## src/rtl/fft16_pkg.sv

```systemverilog
// fft16_pkg: shared constants, bank-state encoding and digit-reversal helper for the FFT16 loader
package fft16_pkg;
    localparam int DEF_DATA_W = 16;
    localparam int N_PTS      = 16;
    localparam int LANES      = 16;
    typedef enum logic [1:0] {
        EMPTY   = 2'd0,
        FILLING = 2'd1,
        FULL    = 2'd2
    } bank_st_t;
    // radix-4 digit reversal: sample 4a+b lands on lane 4b+a
    function automatic logic [3:0] digrev(input logic [3:0] n);
        return {n[1:0], n[3:2]};
    endfunction
endpackage

```

## src/rtl/fft16_frame_bank.sv

```systemverilog
// fft16_frame_bank: one 16-lane complex register bank with lane-indexed write and synchronous clear
//   clk, rst      : clock, synchronous active-high reset (clears all lanes)
//   clr           : clears all lanes (discarded partial frame)
//   we, lane      : write enable and target lane for wr_re/wr_im
//   out_re/out_im : lane k at [k*DATA_W +: DATA_W]
module fft16_frame_bank
    import fft16_pkg::*;
#(
    parameter int DATA_W = DEF_DATA_W
) (
    input  logic                    clk,
    input  logic                    rst,
    input  logic                    clr,
    input  logic                    we,
    input  logic [3:0]              lane,
    input  logic [DATA_W-1:0]       wr_re,
    input  logic [DATA_W-1:0]       wr_im,
    output logic [LANES*DATA_W-1:0] out_re,
    output logic [LANES*DATA_W-1:0] out_im
);
    logic [DATA_W-1:0] re_q [LANES];
    logic [DATA_W-1:0] im_q [LANES];
    always_ff @(posedge clk) begin
        if (rst || clr) begin
            for (int i = 0; i < LANES; i++) begin
                re_q[i] <= '0;
                im_q[i] <= '0;
            end
        end else if (we) begin
            re_q[lane] <= wr_re;
            im_q[lane] <= wr_im;
        end
    end
    genvar k;
    for (k = 0; k < LANES; k++) begin : g_lane
        assign out_re[k*DATA_W +: DATA_W] = re_q[k];
        assign out_im[k*DATA_W +: DATA_W] = im_q[k];
    end
endmodule

```

## src/rtl/fft16_input_loader.sv

```systemverilog
// fft16_input_loader: ping-pong frame assembler presenting 16 samples in radix-4 digit-reversed lane order
//   clk, rst                    : clock, synchronous active-high reset
//   in_valid/in_ready           : sample stream handshake; in_re/in_im sample, in_last marks sample 15
//   out_valid/out_ready         : frame handshake; out_re/out_im lane k at [k*DATA_W +: DATA_W]
//   frame_err                   : one-cycle pulse after a sample with misplaced or missing in_last
//   FFT16_LOADER_PRESCALE_EN    : when defined, stored components are arithmetically shifted right by 2
module fft16_input_loader
    import fft16_pkg::*;
#(
    parameter int DATA_W = DEF_DATA_W,
    parameter int N_PTS  = 16
) (
    input  logic                    clk,
    input  logic                    rst,
    input  logic                    in_valid,
    output logic                    in_ready,
    input  logic [DATA_W-1:0]       in_re,
    input  logic [DATA_W-1:0]       in_im,
    input  logic                    in_last,
    output logic                    out_valid,
    input  logic                    out_ready,
    output logic [LANES*DATA_W-1:0] out_re,
    output logic [LANES*DATA_W-1:0] out_im,
    output logic                    frame_err
);
    if (N_PTS != fft16_pkg::N_PTS) begin : g_bad_npts
        $error("fft16_input_loader supports only N_PTS=16");
    end
    bank_st_t st [2];
    bank_st_t st_nxt [2];
    logic [3:0] cnt, cnt_nxt;
    logic wb, rb, wb_nxt, rb_nxt, err_nxt;
    logic acc, drain, last_idx, discard;
    logic [DATA_W-1:0] wr_re, wr_im;
    logic [LANES*DATA_W-1:0] b_re [2];
    logic [LANES*DATA_W-1:0] b_im [2];
    assign in_ready  = st[wb] != FULL;
    assign out_valid = st[rb] == FULL;
    assign acc       = in_valid && in_ready;
    assign drain     = out_valid && out_ready;
    assign last_idx  = cnt == 4'd15;
    assign discard   = acc && in_last && !last_idx;
`ifdef FFT16_LOADER_PRESCALE_EN
    assign wr_re = DATA_W'($signed(in_re) >>> 2);
    assign wr_im = DATA_W'($signed(in_im) >>> 2);
`else
    assign wr_re = in_re;
    assign wr_im = in_im;
`endif
    genvar b;
    for (b = 0; b < 2; b++) begin : g_bank
        fft16_frame_bank #(.DATA_W(DATA_W)) u_bank (
            .clk    (clk),
            .rst    (rst),
            .clr    (discard && (wb == 1'(b))),
            .we     (acc && (wb == 1'(b))),
            .lane   (digrev(cnt)),
            .wr_re  (wr_re),
            .wr_im  (wr_im),
            .out_re (b_re[b]),
            .out_im (b_im[b])
        );
    end
    assign out_re = b_re[rb];
    assign out_im = b_im[rb];
    // drain and fill never target the same bank: drain needs FULL, fill needs not FULL
    always_comb begin
        st_nxt  = st;
        cnt_nxt = cnt;
        wb_nxt  = wb;
        rb_nxt  = rb;
        err_nxt = 1'b0;
        if (drain) begin
            st_nxt[rb] = EMPTY;
            rb_nxt     = !rb;
        end
        if (acc) begin
            err_nxt = in_last != last_idx;
            if (discard) begin
                st_nxt[wb] = EMPTY;
                cnt_nxt    = '0;
            end else if (last_idx) begin
                st_nxt[wb] = FULL;
                cnt_nxt    = '0;
                wb_nxt     = !wb;
            end else begin
                st_nxt[wb] = FILLING;
                cnt_nxt    = cnt + 4'd1;
            end
        end
    end
    always_ff @(posedge clk) begin
        if (rst) begin
            st[0]     <= EMPTY;
            st[1]     <= EMPTY;
            cnt       <= '0;
            wb        <= 1'b0;
            rb        <= 1'b0;
            frame_err <= 1'b0;
        end else begin
            st        <= st_nxt;
            cnt       <= cnt_nxt;
            wb        <= wb_nxt;
            rb        <= rb_nxt;
            frame_err <= err_nxt;
        end
    end
endmodule

```

## config.mk

```make
export PLATFORM = sky130hd
export DESIGN_NAME = fft16_input_loader
export DESIGN_NICKNAME = d
export VERILOG_FILES = /design/src/rtl/fft16_pkg.sv /design/src/rtl/fft16_frame_bank.sv /design/src/rtl/fft16_input_loader.sv
export SDC_FILE = /design/constraint.sdc
export NUM_CORES = 1
export LEC_CHECK = 0
export BUFFER_PORTS_ARGS = -buffer_cell sky130_fd_sc_hd__buf_4
export CAP_MARGIN = 25
export CORE_UTILIZATION = 59
export DETAILED_ROUTE_END_ITERATION = 10
export PLACE_DENSITY = 0.8
export SYNTH_ARGS = -nofsm -noshare
export SYNTH_HDL_FRONTEND = slang
export SYNTH_HIERARCHICAL = 1
export SYNTH_SLANG_ARGS = --single-unit
```

## constraint.sdc

```tcl
create_clock -name clk -period 6.1 [get_ports clk]
set_input_delay 1.22 -clock clk [delete_from_list [all_inputs] [get_ports clk]]
set_output_delay 1.22 -clock clk [all_outputs]
set_load 0.005 [all_outputs]
```

[Word-level counts from Yosys, hierarchy flattened]
Memory sizes are Yosys's and may differ from the RTL's.
Cells that the tools add are included.
Word-level totals
  flip-flop bits (word level): 11
  RAM bits: 1024
  output and inout port bits: 515
  word-level logic and storage cells: 99
  memories: 4
Cells by class
  add/subtract/negate cells: 1
  magnitude comparators: 4
  equality and inequality tests: 4
  multiplexer cells: 44
  bitwise gates (word level): 15
  reduce and logical (&&, ||, !) cells: 21
Memories
  g_bank[0].u_bank.im_q: depth 16, width 16, rd ports 16, clocked after Yosys merged registers in 0, write ports 16, RTL line fft16_frame_bank.sv:22  | logic [DATA_W-1:0] im_q [LANES];
  g_bank[0].u_bank.re_q: depth 16, width 16, rd ports 16, clocked after Yosys merged registers in 0, write ports 16, RTL line fft16_frame_bank.sv:21  | logic [DATA_W-1:0] re_q [LANES];
  g_bank[1].u_bank.im_q: depth 16, width 16, rd ports 16, clocked after Yosys merged registers in 0, write ports 16, RTL line fft16_frame_bank.sv:22
  g_bank[1].u_bank.re_q: depth 16, width 16, rd ports 16, clocked after Yosys merged registers in 0, write ports 16, RTL line fft16_frame_bank.sv:21
Operators by type and width (number)
  2-to-1 mux 256 bit: 6
  2-to-1 mux 16 bit: 4
  OR reduction 16 bit: 4
  2-to-1 mux 4 bit: 10
  2-to-1 mux 2 bit: 8
  2-to-1 mux 1 bit: 14
  logical AND 1 bit: 10
  bitwise AND 4 bit: 2
  NOT 4 bit: 2
  adder 4 x 1 -> 4 bit, second input constant: 1
  bitwise AND 2 bit: 2
  demux 2 bit (select 1 bit): 2
  equality test 4 bit, second input constant: 1
  >= comparator 2 bit, second input constant: 2
  less-than comparator 2 x 1 -> 1 bit, second input constant: 2
  NOT 1 -> 2 bit: 2
  NOT 2 bit: 2
  OR 2 bit: 2
  logical NOT 1 bit: 3
  NOT 1 bit: 3
  AND reduction 3 bit: 1
  equality test 2 bit, second input constant: 1
  logical OR 1 bit: 2
  inequality test 2 bit, second input constant: 1
  2 further kinds: 2

[Longest topological paths before layout]
  depth after elaboration: 14
  depth in mapped cells: 9
  mapped depth without buffers: 6

[Cells and area by module]
The synthesis kept the hierarchy.
By module, submodules not included
  fft16_frame_bank (g_bank[0].u_bank): times used 1, cells an instance 1272, area each 20408.3 sq um, seq. area each 15374.7 sq um
  fft16_frame_bank (g_bank[1].u_bank): times used 1, cells an instance 1272, area each 20407.1 sq um, seq. area each 15374.7 sq um
  fft16_input_loader: times used 1, cells an instance 647, area each 6713.9 sq um, seq. area each 220.2 sq um

[Worst setup path after synthesis]
OpenSTA, ideal clock, no wires.
  path type: input-to-reg
  start: input in_valid
  end: memory g_bank[0].u_bank/im_q[2][0] in the netlist's numbering (enable)
  library setup time: 466 ps
  data arrival time: 4313 ps
  data required time: 5634 ps
  setup slack: 1321 ps
  stages: 4
  buffers on the path: 0
  cells stage by stage: nand2b_1 > nor2_1 > or3b_2 > o21ai_0
RTL lines
  start, declared: RTL line fft16_input_loader.sv:15  | input logic in_valid,
  end, declared: RTL line fft16_frame_bank.sv:22

[Worst setup path after layout]
  start: register rb
  end: output out_im[87]
Between the ends
  word-level cells in the longest chain between the ends: 4
RTL lines
  start, declared: RTL line fft16_input_loader.sv:32  | logic wb, rb, wb_nxt, rb_nxt, err_nxt;
  start signal, assigned: RTL line fft16_input_loader.sv:104  | rb <= rb_nxt;
  NOT 1 -> 2 bit (implied by the code): RTL line fft16_input_loader.sv:65  | assign out_im = b_im[rb];
  2-to-1 mux 256 bit (implied by the code) (3 in a row): RTL line fft16_input_loader.sv:65
  end, declared: RTL line fft16_input_loader.sv:23  | output logic [LANES*DATA_W-1:0] out_im,
No other way between the ends. The select of a mux whose other input is x is not followed.

==> impl_metrics.tcl <==
set metrics [dict create \
    status "finished clean" \
    intPower_uw 12000 \
    worst_pin_slew_ns 1.14 \
    ctsResizeCount 0 \
    numPortBuffers 551 \
    ff2ff_setup_slack_ns 2.00 \
    comb_power_share_pct 7.8 \
    hold_viol_final 0 \
    fin_cells 4678 \
    relSlewSlack_pct 24.0 \
    core_um2 79400 \
    path_class "flop to output pin" \
    antenna_found_initial 3 \
    grt_pass1_wl_um 209000 \
    synth_seq_area_share_pct 65.2 \
    clock_sinks 1035 \
    crit_slowest_cell "dfxtp_4" \
    seq_power_share_pct 52.6 \
    area_delta_synth_final_pct 16.8 \
    fillerInstances 5224 \
    dp.cells 4486 \
    vias 31281 \
    cap_violations 0 \
    chipWidth_um 286 \
    clkTransAtPathRegs_ns 0.06 \
    rsz0062_at_grt "no" \
    hp-start "st[2]$_SDFF_PP0_" \
    dp_slack_ns 1.83 \
    synth_area_leader_cell "edfxtp_1" \
    cts.path.max_buffers 3 \
    power_density_nw_per_um2 280 \
    grt_max_degree 126 \
    critPathMaxFanout 48 \
    cts-buffers-inserted 102 \
    fmax_mhz 239 \
    path_buf_inv 3 \
    synth_seq_cells 1035 \
    fin_crit_ns 4.19 \
    cp-start-kind "flop" \
    clock_latency_ns 0.67 \
    p_sw_uw 3560 \
    grt.overflow.total 0 \
    path_cells "buf_12 > buf_4 > mux2_2 > buf_4" \
    r2r_end "g_bank[1].u_bank/re_q[11][8]$_SDFFCE_PN0P_" \
    route.detailed.drc 0 \
    dr.pass1.iters 7 \
    synth_top_cell_area_share_pct 64.7 \
    critPathArrivalTime_ns 2.97 \
    worstPathRequired_ns 4.88 \
    crit_path_end_kind "output pin" \
    synth_ff_type "edfxtp_1" \
    syn_area_um2 47500 \
    hold_depth 2 \
    syn_nets 3229 \
    drtIter0Drc 3954 \
    synth_edf_count 1024 \
    total_power_uw 15600 \
    reg2reg_depth 7 \
    dpl.hpwl_um 91600 \
    ant_nets 0 \
    wl_per_cell_um 31.4 \
    regToRegStartpoint "cnt[0]$_SDFFE_PP0P_" \
    die_h_um 286 \
    routed_via_density 6.69 \
    grt_usage_pct 35.2 \
    avgSynthCellArea_um2 14.9 \
    power_leakage_uw 0.0188 \
    hold_buffers 0 \
    ys_types 48 \
    ios 552 \
    fin_crit_sh_pct 68.6 \
    place.gp.congestion 0.880 \
    rows 103 \
    synthCells 3191 \
    grt_pass1_vias 30176 \
    yosysMostFrequentCell "edfxtp_1" \
    hold_path_class "flop to flop" \
    drive_gt1_share_pct 49.7 \
    fin_skew_ns 0.0303 \
    whs_endpoint "st[2]$_SDFF_PP0_" \
    path_delay_family "buffers and inverters" \
    setup_tns_ns 0 \
    dieArea_um2 81700 \
    crit_top_cell "buf_4" \
    netlist_top_cells_count "edfxtp_1 (1024), nor3_1 (554), mux2_2 (512)" \
    drv_slew 0 \
    ir_drop_uv 224 \
    nets 3580 \
    critical_path.max_stage_delay_ns 0.72 \
    cts_tree "yes" \
    initial_core_util_pct 59.9 \
    setup_viol 0 \
    ys.warnings.count 6 \
    p_sw_share_pct 22.9 \
    async_flop_share_pct 0 \
    wirelength_um 147000 \
    synthTopCellsByArea "edfxtp_1 (65%), mux2_2 (12%), nor3_2 (9.9%), nor3_1 (5.8%), clkbuf_1 (1.7%)" \
    p_clk_share_pct 39.6 \
    htreeDepth 3 \
    cts-root-buf "clkbuf_16" \
    utilization_pct 69.9 \
    worst_slack_ns 1.91 \
    post_cts_buffers 0 \
]
## flip-flops by register name, summed over array words and instances, names as in the netlist
register            count
g_bank.u_bank/im_q    512
rb                      1
g_bank.u_bank/re_q    512
cnt                     4
frame_err               1
st                      4
wb                      1
## stage by stage
step           hold WS (ns)  area [um2]
3_5_place_dp          0.520       52200
5_1_grt               0.568       55500
3_3_place_gp          0.504       52100
4_1_cts               0.532       55500
2_1_floorplan         0.490       47500
6_report              0.536       55500
## power by group through the flow
stage	Combinational (uW)	Sequential, uW	Clock [uW]
after floorplan	536	8320	0
after global placement	1180	8310	0
after detailed placement	1190	8340	0
after CTS	1200	8190	6180
after global routing	1240	8210	6460
final	1220	8190	6170
## worst register-to-register path, delay by kind of cell, from the launching register on
kind          cells  cell delay, ns
fa+ha+maj         1            0.36
buf+inv           1            0.87
flops             1            0.53
simple gates      5            2.03
## area by class of cell
class / count / area [um2] / share of cell area (%)
diodes: 2 / 5.00 / 0.00902
clock buffers: 134 / 2770 / 4.98
clock inverters: 54 / 494 / 0.890
inverters: 4 / 15.0 / 0.0270
multi-input cells: 1777 / 15100 / 27.2
flip-flops and latches: 1035 / 31000 / 55.8
well taps: 1050 / 1310 / 2.37
repair buffers: 622 / 4870 / 8.77
## placed cells by master (no fill, tap or decap), drive strengths merged, types with 3 or more instances in the layout
master	n
nand3b	5
or2	3
bufinv	7
nand2b	71
edfxtp	1024
buf	622
a21oi	3
nand2	71
o21ai	33
clkbuf	134
or4b	3
nor2	9
nor2b	4
clkinv	44
dfxtp	11
nand3	7
nor3	1026
inv	7
mux2	513
## logic make-up after synthesis
| group | Yosys count | synth area share (%) |
|---|---|---|
| buffers and inverters | 379 | 4.11 |
| and+or+nand+nor | 1213 | 17.9 |
| xor gates and xnor gates | 1 | 0.0184 |
| AOI/OAI and AO/OA | 49 | 0.613 |
| muxes | 513 | 12.2 |
| adders and majority gates | 1 | 0.0263 |
| DFF | 1035 | 65.2 |
## per-layer routing
layer	part of all wire (%)	vias to the layer above	track usage, %	wire [um]
li1	-	12780	-	-
met1	35	15746	47.1	51800
met2	48	2426	56.2	70200
met3	13	325	7.81	19000
met4	4.0	4	13.8	5840
met5	0.016	-	0	23
## how the worst max path moves through the flow
stage | start | endpoint | slack, ns | depth (start not counted)
after floorplan | in_valid | g_bank[0].u_bank/im_q[2][0]$_SDFFCE_PN0P_ | 1.32 | 4
after global placement | in_valid | g_bank[1].u_bank/re_q[9][3]$_SDFFCE_PN0P_ | 1.96 | 6
after detailed placement | in_valid | g_bank[1].u_bank/re_q[8][13]$_SDFFCE_PN0P_ | 1.83 | 6
after CTS | rb$_SDFFE_PP0N_ | out_im[81] | 1.77 | 3
after global routing | cnt[0]$_SDFFE_PP0P_ | g_bank[1].u_bank/re_q[11][8]$_SDFFCE_PN0P_ | 1.82 | 7
final | rb$_SDFFE_PP0N_ | out_im[87] | 1.91 | 4
(Power assumes the default switching activity.)
